==> src/rtl/gecko_stream_ctrl.sv <==
`default_nettype none
// ============================================================================
// Module      : gecko_stream_ctrl
// Description : Sequencer and byte-stream front-end for the gecko keystream
//               generator. Owns gecko's reset, clken, key and next pins,
//               loads a latched key and buffers one keystream byte at a time.
//               It XORs that byte onto a valid/ready byte stream, so the same
//               path encrypts and decrypts.
//               Optional feature macro: GECKO_AUTOREKEY_EN (automatic rekey
//               after REKEY_BYTES transferred bytes).
// Revision    : 1.0 - initial release
// ============================================================================
module gecko_stream_ctrl #(
    parameter int KEY_LENGTH  = 7,
    parameter int REKEY_BYTES = 4096
) (
    input  logic                    clk,
    input  logic                    rst_n,
    input  logic [8*KEY_LENGTH-1:0] key_in,
    input  logic                    rekey,
    output logic                    key_req,
    output logic                    busy,
    output logic                    g_rst_n,
    output logic                    g_clken,
    output logic [7:0]              g_key,
    output logic                    g_next,
    input  logic                    g_ready,
    input  logic [7:0]              g_dout,
    input  logic [7:0]              din,
    input  logic                    din_valid,
    output logic                    din_ready,
    output logic [7:0]              dout,
    output logic                    dout_valid,
    input  logic                    dout_ready
);

    localparam int             c_ld_w    = (KEY_LENGTH > 1) ? $clog2(KEY_LENGTH) : 1;
    localparam logic [c_ld_w-1:0] c_ld_last = c_ld_w'(KEY_LENGTH - 1);

    // Parameter range guards, evaluated at elaboration only.
    if (KEY_LENGTH < 1) begin : g_bad_key_length
        $error("gecko_stream_ctrl: KEY_LENGTH must be at least 1");
    end
    if (REKEY_BYTES < 1 || REKEY_BYTES > 65535) begin : g_bad_rekey_bytes
        $error("gecko_stream_ctrl: REKEY_BYTES must be within 1..65535");
    end

    typedef enum logic [1:0] {
        GRST  = 2'd0,
        LOAD  = 2'd1,
        PRIME = 2'd2,
        RUN   = 2'd3
    } state_t;

    state_t                  r_state;
    state_t                  w_state_nxt;
    logic [8*KEY_LENGTH-1:0] r_shadow;
    logic [c_ld_w-1:0]       r_ld_cnt;
    logic                    r_g_rst_n;
    logic [7:0]              r_ks;
    logic                    r_ks_valid;
    logic [7:0]              r_dout;
    logic                    r_dout_valid;
    logic                    r_key_req;
    logic                    w_manual;
    logic                    w_auto;
    logic                    w_restart;
    logic                    w_xfer;
    logic                    w_refill;

    // Rekey while already in GRST changes nothing: GRST relatches key_in anyway.
    assign w_manual  = rekey && (r_state != GRST);
    assign w_restart = w_manual || w_auto;

    assign din_ready = (r_state == RUN) && r_ks_valid && (!r_dout_valid || dout_ready);
    assign w_xfer    = din_valid && din_ready;
    // Refill only on an empty buffer so each gecko byte is taken exactly once;
    // a concurrent rekey would discard the byte, so do not consume one.
    assign w_refill  = (r_state == RUN) && !r_ks_valid && g_ready && !rekey;

    assign busy       = (r_state != RUN);
    assign g_rst_n    = r_g_rst_n;
    assign g_clken    = r_g_rst_n;
    assign g_next     = w_refill;
    assign g_key      = (r_state == LOAD) ? r_shadow[7:0] : 8'd0;
    assign dout       = r_dout;
    assign dout_valid = r_dout_valid;
    assign key_req    = r_key_req;

`ifdef GECKO_AUTOREKEY_EN
    logic [15:0] r_count;

    // The transfer that reaches REKEY_BYTES still completes; the restart follows it.
    assign w_auto = w_xfer && (r_count == 16'(REKEY_BYTES - 1));

    // Transferred-byte counter; any restart begins a fresh count.
    always_ff @(posedge clk or negedge rst_n) begin
        if (!rst_n) begin
            r_count <= 16'd0;
        end else if (w_manual || w_auto) begin
            r_count <= 16'd0;
        end else if (w_xfer) begin
            r_count <= r_count + 16'd1;
        end
    end

    // One-cycle request so the system can present a fresh key_in during GRST.
    always_ff @(posedge clk or negedge rst_n) begin
        if (!rst_n) begin
            r_key_req <= 1'b0;
        end else begin
            r_key_req <= w_auto && !w_manual;
        end
    end
`else
    assign w_auto = 1'b0;

    // Without automatic rekey the request output is held low.
    always_ff @(posedge clk or negedge rst_n) begin
        if (!rst_n) begin
            r_key_req <= 1'b0;
        end else begin
            r_key_req <= 1'b0;
        end
    end
`endif

    // Sequencer state register.
    always_ff @(posedge clk or negedge rst_n) begin
        if (!rst_n) begin
            r_state <= GRST;
        end else begin
            r_state <= w_state_nxt;
        end
    end

    // Next-state decode; any restart request overrides the normal flow.
    always_comb begin
        w_state_nxt = r_state;
        unique case (r_state)
            GRST:    w_state_nxt = LOAD;
            LOAD:    if (r_ld_cnt == c_ld_last) w_state_nxt = PRIME;
            PRIME:   if (g_ready) w_state_nxt = RUN;
            RUN:     w_state_nxt = RUN;
            default: w_state_nxt = GRST;
        endcase
        if (w_restart) begin
            w_state_nxt = GRST;
        end
    end

    // gecko reset is registered from the next state: low for exactly the GRST cycle.
    always_ff @(posedge clk or negedge rst_n) begin
        if (!rst_n) begin
            r_g_rst_n <= 1'b0;
        end else begin
            r_g_rst_n <= (w_state_nxt != GRST);
        end
    end

    // Key shadow: latched in GRST, shifted one byte per LOAD cycle so byte 0 leads.
    always_ff @(posedge clk or negedge rst_n) begin
        if (!rst_n) begin
            r_shadow <= '0;
            r_ld_cnt <= '0;
        end else if (r_state == GRST) begin
            r_shadow <= key_in;
            r_ld_cnt <= '0;
        end else if (r_state == LOAD) begin
            r_shadow <= r_shadow >> 8;
            r_ld_cnt <= r_ld_cnt + c_ld_w'(1);
        end
    end

    // Single-byte keystream buffer; cleared by use, restart and GRST.
    always_ff @(posedge clk or negedge rst_n) begin
        if (!rst_n) begin
            r_ks       <= 8'd0;
            r_ks_valid <= 1'b0;
        end else begin
            if (w_refill) begin
                r_ks       <= g_dout;
                r_ks_valid <= 1'b1;
            end
            if (w_xfer || w_restart || (r_state == GRST)) begin
                r_ks_valid <= 1'b0;
            end
        end
    end

    // Output register: holds data under backpressure, unaffected by rekey.
    always_ff @(posedge clk or negedge rst_n) begin
        if (!rst_n) begin
            r_dout       <= 8'd0;
            r_dout_valid <= 1'b0;
        end else if (w_xfer) begin
            r_dout       <= din ^ r_ks;
            r_dout_valid <= 1'b1;
        end else if (dout_ready) begin
            r_dout_valid <= 1'b0;
        end
    end

endmodule
`default_nettype wire
==> config.mk <==
export PLATFORM = sky130hd
export DESIGN_NAME = gecko_stream_ctrl
export DESIGN_NICKNAME = d
export VERILOG_FILES = /design/src/rtl/gecko_stream_ctrl.sv
export SDC_FILE = /design/constraint.sdc
export NUM_CORES = 1
export LEC_CHECK = 0
export ABC_AREA = 1
export BUFFER_PORTS_ARGS = -buffer_cell sky130_fd_sc_hd__buf_2
export CORE_ASPECT_RATIO = 1.2
export CORE_UTILIZATION = 42
export CTS_CLUSTER_DIAMETER = 150
export DETAILED_ROUTE_END_ITERATION = 16
export PLACE_DENSITY = 0.72
export RECOVER_POWER = 25
export SETUP_SLACK_MARGIN = 0.1
export SYNTH_ARGS = -nofsm -noshare
export SYNTH_HDL_FRONTEND = slang
export SYNTH_SLANG_ARGS = --single-unit
==> constraint.sdc <==
create_clock -name clk -period 1.5 [get_ports clk]
set_input_delay 0.45 -clock clk [delete_from_list [all_inputs] [get_ports clk]]
set_output_delay 0.45 -clock clk [all_outputs]
set_load 0.03 [all_outputs]
==> impl_results.md <==
* GRT Total Usage at 25.7%
* Total CTS buffers at 9
* Critical R2R Launch: r_state[1]$_DFF_PN0_
* Post-Synth XOR/XNOR Area at 0%
* Mux cell area share after synthesis at 0%
* Max Transition Viols Final at 0
* Critical path origin: r_state[1]$_DFF_PN0_
* Port bufs at 99
* Area growth syn-to-layout at 74.9%
* H-tree levels at 3
* RSZ-0062 raised after global routing: true
* Fin nets at 666
* Synth warn at 0
* Dominant cell by count in the synthesized netlist: nand2_1
* Post-synth EDFFs at 0
* Area leader, netlist: dfrtp_1
* 1st-pass router iterations at 5
* CTS tree: yes
* GRT overflow at 0
* Hold-critical path depth at 3
* Initial core utilization at 43.7%
* Die width at 86.1 µm
* Post-synth top cells: 195 x nand2_1, 80 x dfrtp_1, 48 x nand3_1
* Top Ports at 101
* Clock transition at the registers of the reported paths at 0.08 ns
* Final Cycle Share at 118%
* Antenna Cells at 0
* Worst EP required at 1.05 ns
* Crit end category: output pin
* Pin count of the biggest net entering global routing at 31
* Synth Area in Adders at 0.702%
* CP max FO at 5
* Synth Area in Compound Gates at 4.46%
* R2R setup slack at -0.08 ns
* Yosys cell types at 22
* CTS sink cnt at 80
* Simple-gate share of the synthesized area at 32.1%
* Cells on worst reg2reg path at 9
* CTS Root Cell: clkbuf_8
* Sw Share at 38.5%
* Fin crit period at 1.78 ns
* Clk Latency, worst-skew pair at 0.36 ns
* Fin worst setup slack at -0.277 ns
* Failing checks: setup timing
* Bufs and invs on worst path at 3
* Die height at 103 µm
* Share of cells above drive strength 1 at 54.5%
* Clock power frac at 19.7%
* Core Box Area at 0.00815 mm²
* Crit Path Class: reg -> out
* Post-DP HPWL at 5560 µm
* Hold WC Path Type: in -> reg
* Int Power at 5.59 mW
* Antenna violations before repair at 0
* Global-route wire length before repair at 17100 µm
* Netlist Area Pre-Place at 0.00356 mm²
* Vias in the first global route at 3505
* Hold Crit Start: g_dout[5]
* DRC at 0
* R2R Path End: r_shadow[29]$_DFFE_PN0P_
* Async S/R FF share, synth at 100%
* Final hold vios at 0
* Via/cell ratio at 5.43
* Max Fclk at 563 MHz
* Max clock buf depth at 2
* Setup-failing EPs final at 40
* Worst Hold End: r_ks[5]$_DFFE_PN0P_
* Main combinational cell family by area after synthesis: simple AND/OR/NAND/NOR gates
* Switching pwr at 3.49 mW
* Crit path cell chain: inv_2, nand2_4, buf_12, nor2_4, buf_6
* Actual slew at the worst max-slew pin at 0.821 ns
* Post-synthesis cell count at 438
* Rows at 36
* Reg power frac at 37.4%
* Syn_area_per_cell at 8.14 µm²
* Max transition margin at 45.3%
* Gpl congestion at 0.752
* Comb pwr share at 42.8%
* WHS at 0.290 ns
* Status: complete, but fails checks
* Dominant synthesized flop cell: dfrtp_1
* Critical Path Max Stage Delay at 0.43 ns
* Number of max-cap violations at 0
* Setup TNS Final at -4.07 ns
* Ranking of synthesized cells by area: dfrtp_1 56%, nand2_1 21%, nand3_1 6.7%
* Vias at 3831
* Post-Route Utilization at 76.4%
* PD cells at 1460 mW/mm²
* CP top delay family: flip-flops
* Routed wire length at 13800 µm
* Syn nets at 518
* Initial DRC count at 215
* Seq cells post-synth at 80
* Post-synthesis sequential area ratio at 56.2%
* Fillers at 486
* Die Area at 0.00886 mm²
* Critical path's slowest cell: dfrtp_2
* Share of the synthesized area in the top cell type at 56.2%
* Leakage power at 3.45 nW
* Worst clock skew at 0.0228 ns
* Maximum vdd ir drop at 0.691 mV
* Startpoint types: flop
* Worst EP arrival at 1.33 ns
* DR WL/cell at 19.6 µm
* DRT antenna net count at 0
==> worst register-to-register path, cell delays in order (launching register included) <==
cell and delay, ns:
dfrtp_2 0.43, buf_6 0.14, buf_6 0.12, buf_12 0.12
nor2_4 0.17, buf_12 0.17, buf_6 0.12, buf_16 0.14
nand2_4 0.05, nand3_2 0.05
==> repair_timing <==
item / 4_1_cts / 5_1_grt
gates resized for setup: 138 / 148
hold endpoints to repair: 8 / 0
hold buffers: 1 / 0
setup endpoints to repair: 59 / 85
gates cloned: 14 / 7
pin swaps: 40 / 39
setup buffers: 22 / 6
==> cell type report <==
class | count | area (µm²) | area share (%)
clock inverter | 5 | 81.3 | 1.31
clock buffer | 11 | 131 | 2.11
timing repair buffer | 158 | 1560 | 25.0
multi-input combinational | 309 | 2190 | 35.2
sequential | 80 | 2000 | 32.2
tap | 114 | 143 | 2.29
inverter | 28 | 123 | 1.97
==> cells by family after synthesis <==
family | Yosys count
DFF | 80
other | 1
buffers and inverters | 50
and+or+nand+nor | 283
adders and majority gates | 2
AOI/OAI and AO/OA | 22
==> metal layers <==
metal / vias to the layer above / global-route usage (%) / wire [µm]
met1: 1881 / 31.5 / 4850
met2: 209 / 44.9 / 7380
li1: 1679 / - / -
met3: 62 / 3.20 / 905
met5: - / 0 / 0
met4: 0 / 12.7 / 719
==> flip-flops by register name (all words and copies together), names as in the netlist <==
register	flops
r_ld_cnt	3
r_ks_valid	1
r_state	2
r_ks	8
dout	8
g_clken	1
dout_valid	1
r_shadow	56
==> power by group through the flow <==
| stage | clock network, mW | registers (mW) | logic, mW |
|---|---|---|---|
| 2_1_floorplan | 0 | 3.09 | 1.33 |
| 3_3_place_gp | 0 | 3.13 | 1.81 |
| 3_5_place_dp | 0 | 3.16 | 1.86 |
| 4_1_cts | 1.73 | 3.13 | 3.19 |
| 5_1_grt | 1.89 | 3.44 | 4.08 |
| 6_report | 1.79 | 3.40 | 3.89 |
==> cell usage in the layout, fill, tap and decap left out, types with 3 or more instances in the layout <==
cell type	count
clkbuf_16	5
a22o_1	7
a22oi_2	8
buf_4	14
nand2_2	20
clkbuf_1	3
buf_2	84
buf_8	5
nor2_1	21
o21ai_2	3
nand2_1	116
nand3_2	41
nand2_4	60
clkbuf_8	9
buf_16	10
nor2_4	13
inv_1	25
buf_12	13
nand3_1	9
buf_6	25
dfrtp_1	78
==> worst max path at each step <==
stage	to	cells past startpoint	slack (ns)
final	g_key[7]	5	-0.28
after global routing	g_key[4]	5	-0.32
after CTS	g_key[7]	5	-0.25
after detailed placement	g_next	5	-0.03
after global placement	g_next	5	-0.009
after floorplan	g_next	5	0.04
==> through the flow <==
step | instance area [µm²] | cells | worst slack, ns | power, mW
2_1_floorplan | 3650 | 438 | 0.0377 | 4.42
3_3_place_gp | 4360 | 646 | -0.00877 | 4.94
3_5_place_dp | 4360 | 646 | -0.0271 | 5.01
4_1_cts | 5670 | 699 | -0.253 | 8.05
5_1_grt | 6230 | 705 | -0.316 | 9.41
6_report | 6230 | 705 | -0.277 | 9.08
Note: power is estimated with default switching activity, not from simulation.
